**src/rtl/irq_ctrl.sv**
```systemverilog
// rtl/irq_ctrl.sv - vectored interrupt controller: sync, edge/level pending, mask, fixed priority, req/ack/rti handshake
//
// Ports:
//   clk, rst            clock, asynchronous active-high reset
//   irq[N_IRQ]          raw interrupt lines (asynchronous to clk)
//   cfg_we/addr/wdata   register write port: 0=mask, 1=edge_mode, 2=sw_set, 3=pend_clr
//   int_ack, rti        core handshake pulses
//   int_req             request to core int input
//   vec_addr            VEC_BASE + active_id
//   active_id           channel being requested or serviced
//   busy                high while an ISR is in service
//   pending             pending bits
module irq_ctrl #(
    parameter int                N_IRQ    = 4,
    parameter int                ADDR_W   = 8,
    parameter logic [ADDR_W-1:0] VEC_BASE = 8'h01,
    parameter int                ID_W     = $clog2(N_IRQ)
) (
    input  logic              clk,
    input  logic              rst,
    input  logic [N_IRQ-1:0]  irq,
    input  logic              cfg_we,
    input  logic [1:0]        cfg_addr,
    input  logic [N_IRQ-1:0]  cfg_wdata,
    input  logic              int_ack,
    input  logic              rti,
    output logic              int_req,
    output logic [ADDR_W-1:0] vec_addr,
    output logic [ID_W-1:0]   active_id,
    output logic              busy,
    output logic [N_IRQ-1:0]  pending
);

    localparam logic [1:0] CFG_MASK     = 2'd0;
    localparam logic [1:0] CFG_EDGE     = 2'd1;
    localparam logic [1:0] CFG_SW_SET   = 2'd2;
    localparam logic [1:0] CFG_PEND_CLR = 2'd3;

    typedef enum logic [1:0] {
        ST_IDLE    = 2'd0,
        ST_REQ     = 2'd1,
        ST_SERVICE = 2'd2
    } state_t;

    state_t            state_q, state_d;
    logic [N_IRQ-1:0]  s1_q, s1_d;
    logic [N_IRQ-1:0]  s2_q, s2_d;
    logic [N_IRQ-1:0]  prev_q, prev_d;
    logic [N_IRQ-1:0]  pending_q, pending_d;
    logic [N_IRQ-1:0]  mask_q, mask_d;
    logic [N_IRQ-1:0]  edge_q, edge_d;
    logic [ID_W-1:0]   active_id_q, active_id_d;
    logic              int_req_q, int_req_d;
    logic              busy_q, busy_d;

    logic [N_IRQ-1:0]  sw_set;
    logic [N_IRQ-1:0]  sw_clr;
    logic [N_IRQ-1:0]  ack_clr;
    logic [N_IRQ-1:0]  edge_pend;
    logic [N_IRQ-1:0]  eligible;
    logic [ID_W-1:0]   low_id;

    always_comb begin
        s1_d   = irq;
        s2_d   = s1_q;
        prev_d = s2_q;

        sw_set  = (cfg_we && cfg_addr == CFG_SW_SET)   ? cfg_wdata : '0;
        sw_clr  = (cfg_we && cfg_addr == CFG_PEND_CLR) ? cfg_wdata : '0;
        ack_clr = '0;
        if (state_q == ST_REQ && int_ack) begin
            ack_clr[active_id_q] = 1'b1;
        end

        // Sets are OR-ed in after clears so a coincident set wins.
        edge_pend = (pending_q & ~(sw_clr | ack_clr)) | (s2_q & ~prev_q) | sw_set;
        // Level channels simply follow the synchronised line.
        pending_d = (edge_pend & edge_q) | (s2_q & ~edge_q);

        mask_d = (cfg_we && cfg_addr == CFG_MASK) ? cfg_wdata : mask_q;
        edge_d = (cfg_we && cfg_addr == CFG_EDGE) ? cfg_wdata : edge_q;

        // Arbitration sees pre-edge register values; lowest index wins.
        eligible = pending_q & mask_q;
        low_id   = '0;
        for (int i = N_IRQ - 1; i >= 0; i--) begin
            if (eligible[i]) begin
                low_id = ID_W'(i);
            end
        end
    end

    always_comb begin
        state_d     = state_q;
        active_id_d = active_id_q;
        case (state_q)
            ST_IDLE: begin
                if (eligible != '0) begin
                    state_d     = ST_REQ;
                    active_id_d = low_id;
                end
            end
            ST_REQ: begin
                if (int_ack) begin
                    state_d = ST_SERVICE;
                end
            end
            ST_SERVICE: begin
                if (rti) begin
                    state_d = ST_IDLE;
                end
            end
            default: begin
                state_d = ST_IDLE;
            end
        endcase
        int_req_d = (state_d == ST_REQ);
        busy_d    = (state_d == ST_SERVICE);
    end

    always_ff @(posedge clk or posedge rst) begin
        if (rst) begin
            state_q     <= ST_IDLE;
            s1_q        <= '0;
            s2_q        <= '0;
            prev_q      <= '0;
            pending_q   <= '0;
            mask_q      <= '0;
            edge_q      <= '1;
            active_id_q <= '0;
            int_req_q   <= 1'b0;
            busy_q      <= 1'b0;
        end else begin
            state_q     <= state_d;
            s1_q        <= s1_d;
            s2_q        <= s2_d;
            prev_q      <= prev_d;
            pending_q   <= pending_d;
            mask_q      <= mask_d;
            edge_q      <= edge_d;
            active_id_q <= active_id_d;
            int_req_q   <= int_req_d;
            busy_q      <= busy_d;
        end
    end

    assign int_req   = int_req_q;
    assign busy      = busy_q;
    assign pending   = pending_q;
    assign active_id = active_id_q;
    assign vec_addr  = VEC_BASE + ADDR_W'(active_id_q);

endmodule

```
**config.mk**
```make
export PLATFORM = sky130hd
export DESIGN_NAME = irq_ctrl
export DESIGN_NICKNAME = d
export VERILOG_FILES = /design/src/rtl/irq_ctrl.sv
export SDC_FILE = /design/constraint.sdc
export NUM_CORES = 1
export LEC_CHECK = 0
export CORE_ASPECT_RATIO = 1.25
export CORE_MARGIN = 1.5
export CORE_UTILIZATION = 37
export CTS_BUF_LIST = sky130_fd_sc_hd__clkbuf_4 sky130_fd_sc_hd__clkbuf_8
export CTS_CLUSTER_DIAMETER = 40
export DETAILED_ROUTE_END_ITERATION = 8
export PLACE_DENSITY_LB_ADDON = 0.15
export SYNTH_ARGS = -nofsm -noshare
export SYNTH_HDL_FRONTEND = slang
export SYNTH_SLANG_ARGS = --single-unit
```
**constraint.sdc**
```tcl
create_clock -name clk -period 1.2 [get_ports clk]
set_input_delay 0.24 -clock clk [delete_from_list [all_inputs] [get_ports clk]]
set_output_delay 0.24 -clock clk [all_outputs]
set_load 0.1 [all_outputs]
```
# ---- Word-level counts from Yosys, hierarchy flattened
# Index checks and enable logic that the tools add are counted.
# Widths: inputs -> output; s select.
dict set report word_totals {
  inputBits 15
  ram_bits 0
  memories 0
  latchBits 0
  word_cells 55
  romBits 0
  ff_bits 30
}
dict set report classes {
  add_sub_neg 1
  n_shift 0
  multipliers 0
  mux 13
  n_eq_ne 7
  n_bitwise 12
  n_reduce_logical 10
  div 0
  magnitude_cmp 2
}
# op n
set ops {}
lappend ops {{$and 4x4->4} 5}
lappend ops {{$or 4x4->4} 4}
lappend ops {{$mux 2} 7}
lappend ops {{$mux 4} 3}
lappend ops {{$not 4->4} 3}
lappend ops {{$eq 2x2->1 const B} 4}
lappend ops {{$eq 2x1->1 const B} 3}
lappend ops {{$logic_and 1x1->1} 6}
lappend ops {{$pmux 2 s3} 1}
lappend ops {{$logic_not 2->1} 2}
lappend ops {{$reduce_bool 4->1} 1}
lappend ops {{$add 1x2->3 const A} 1}
lappend ops {{$lt 2x3->1 const B} 1}
lappend ops {{$demux 1 s2} 1}
lappend ops {{$ge 2x1->1 const B} 1}
lappend ops {{$reduce_and 2->1} 1}
lappend ops {{$mux 1} 1}

# ---- Longest topological paths before layout
dict set report depth {
  depth_word 12
  ltp_mapped 5
}

# ---- Least setup slack after synthesis
# OpenSTA, ideal clock, no wires.
dict set report synth_path {
  path_kind {reg2out}
  from {reg active_id_q[0] (netlist: active_id[0])}
  to {out vec_addr[1]}
  n_path_buf 0
  required_time_ns 0.960
  setup_slack_ns -1.784
  arrival_ns 2.744
  path_stages_with_launch 3
  cell_sequence {dfrtp_1 > inv_1 > ha_1}
}
dict set report synth_via {
  elab_chain_cells 1
}
# item line_no
set synth_lines {}
lappend synth_lines {{start, declared} 52} ;# logic [ID_W-1:0] active_id_q, active_id_d;
lappend synth_lines {{start signal, assigned} 141} ;# active_id_q <= active_id_d;
lappend synth_lines {{$add 1x2->3} 151} ;# assign vec_addr = VEC_BASE + ADDR_W'(active_id_q);
lappend synth_lines {{end, declared} 28} ;# output logic [ADDR_W-1:0] vec_addr,
# Every way passes these cells.

# ---- Worst setup path after layout
# Same ends and word-level chain as after synthesis.

==> metrics.cfg <==
[critical_path]
timing.rr.end = pending[1]$_DFF_PP0_
crit_fanout = 3
reg2reg_depth = 5
path_class = reg2out
end_kind = output port
reg2reg_slack_ps = -50
timing.rr.start = active_id[0]$_DFFE_PP0P_
cp_data_required_time_ps = 960
critPathLaunchType = flop
cp_data_arrival_time_ps = 1280

[layout]
layout-drive-gt1-share_pct = 40.4
final_cells = 183
final_nets = 164
fin_area_um2 = 1920
final_common_cell = dfrtp_1
fin_util_pct = 59.5
final_cell_mix = dfrtp_1, buf_4, buf_12
antenna_cells = 0
area_growth_pct = 54.0

[logic_synthesis]
yosysUniqueCellTypes = 22
yosysWarnings = 0
synth_seq_area_share_pct = 60.6
avgSynthCellArea_um2 = 12.6
syn-instance-count = 99
netlist_area_um2 = 1250
synth-seq-cells = 30

[clocking]
cts_made_buffers = 5
clk_latency_ps = 280
h-tree-depth = 2
clock-sinks = 30
holdBufCountCts = 0
cts_root_buf = clkbuf_8
cts_buffer_depth = 2
clk_pin_slew_worst_paths_ps = 60
cts_tree = yes

[timing]
hold_viol_final = 0
drv_slew = 0
tns_ps = -1450
fin_ws_ps = -322
clock.fmax_ghz = 0.657
finalCritPeriodShare_pct = 127
period_needed_ps = 1520
clock_skew_ps = 3.68
rsz0062_at_grt = yes
finalSetupViolCount = 10

[route]
wire_per_inst_um = 13.3
via_per_inst = 4.91
drc_errors = 0
drtAntennaViolNets = 0
first_pass_iters = 4
drtIter0Drc = 17
vias = 899
drt_wl_total_mm = 2.44

[run_status]
status = complete, but fails checks
violations = setup timing

[placement]
portBuffers = 25
dp_hpwl_mm = 1.86
dp_cells = 171
post_dp_cell_area_um2 = 1770
gp_congestion = 0.746

[grt]
grt_pass1_vias = 874
grt_antenna_before_repair = 0
grt_first_pass_wirelength_mm = 3.97
grt_usage_pct = 15.7
grt_overflow = 0
grt_start_max_net_pins = 23

[floorplan]
dieHeight_um = 67.9
rows = 23
fp.dieW_um = 54.9
start_util_pct = 38.7
dieArea_um2 = 3730
fp.coreArea_um2 = 3220
ios = 31

[pwr]
powerDensity_nw_per_um2 = 2800
ir_worst_vdd_uv = 3140
finalPower_mw = 5.37
p_leak_nw = 0.845

[flow_run]
cap_violations = 0

[min_path]
min_path_type = in2async

worst max path at each step:
stage	from	end	slack (ps)	cells after the start
floorplan	active_id[0]$_DFFE_PP0P_	vec_addr[1]	-870	2
global placement	cfg_addr[0]	mask_q[1]$_DFFE_PP0P_	-290	3
detailed placement	cfg_addr[0]	mask_q[0]$_DFFE_PP0P_	-330	3
CTS	active_id[0]$_DFFE_PP0P_	vec_addr[1]	-340	3
global route	active_id[0]$_DFFE_PP0P_	vec_addr[1]	-380	3
finish	active_id[0]$_DFFE_PP0P_	vec_addr[1]	-320	3
metrics by stage:
step,setup slack (ps),hold WS [ps]
after floorplan,-868,271
after global placement,-291,333
after detailed placement,-329,337
after CTS,-335,297
after global routing,-379,312
final,-322,298
sequential cells by signal, indices dropped and copies added (netlist names):
name,flops
mask_q,4
edge_q,4
int_req,1
pending,4
busy,1
prev_d,4
s1_q,4
prev_q,4
active_id,2
state_q,2
cell families after synthesis:
logic type                 synth area share (%)
adders and majority gates                  4.02
DFF                                        60.6
AOI/OAI and AO/OA                          15.1
and+or+nand+nor                            7.63
other                                     0.301
buffers and inverters                      5.12
muxes                                      7.23
worst max-delay path, cell delays in order (launching register included):
cell	delay (ps)
dfrtp_4	440
clkinvlp_4	110
ha_4	290
buf_12	160
cell usage after synthesis:
cell type  count  area [um^2]
a221o_1        1         10.0
a21boi_0       4         30.0
a21oi_1        4         20.0
mux2_2         8         90.1
conb_1         1         3.75
dfstp_2        4          105
nand3b_1       2         15.0
a22oi_1        4         30.0
inv_1          7         26.3
a211oi_1       2         15.0
o211ai_1       4         30.0
ha_1           4         50.1
a32o_1         1         10.0
buf_4          5         37.5
nor3b_4        1         18.8
dfrtp_1       26          651
and2_2         1         7.51
a22o_1         2         17.5
a31oi_1        4         25.0
nand3_1        1         5.00
nand2_1        6         22.5
nor2_1         7         26.3
metal layers:
| metal | GRT usage [%] | wire, um | vias up |
|---|---|---|---|
| met4 | 8.23 | 57 | 0 |
| met2 | 25.7 | 1270 | 25 |
| li1 | - | - | 436 |
| met3 | 5.24 | 120 | 6 |
| met1 | 17.6 | 990 | 432 |
| met5 | 0 | 0 | - |
power breakdown:
group | internal [mW] | switching (mW)
Combinational | 1.22 | 1.81
Clock | 0.459 | 0.368
Sequential | 1.28 | 0.244
repair_timing:
item | 4_1_cts | 5_1_grt
pin swaps | 4 | 0
gates cloned | 0 | 0
setup buffers | 5 | 1
endpoints found under the setup margin | 13 | 16
resized for setup | 5 | 4
hold endpoints to repair | 0 | 0
cell type report:
cell class	instances	area (um^2)
fill	280	1300
inverter	7	32.5
clock buffer	6	82.6
timing repair buffer	40	489
sequential	30	776
tap	37	46.3
clock inverter	2	12.5
multi-input combinational	61	480
(Power assumes the default switching activity.)
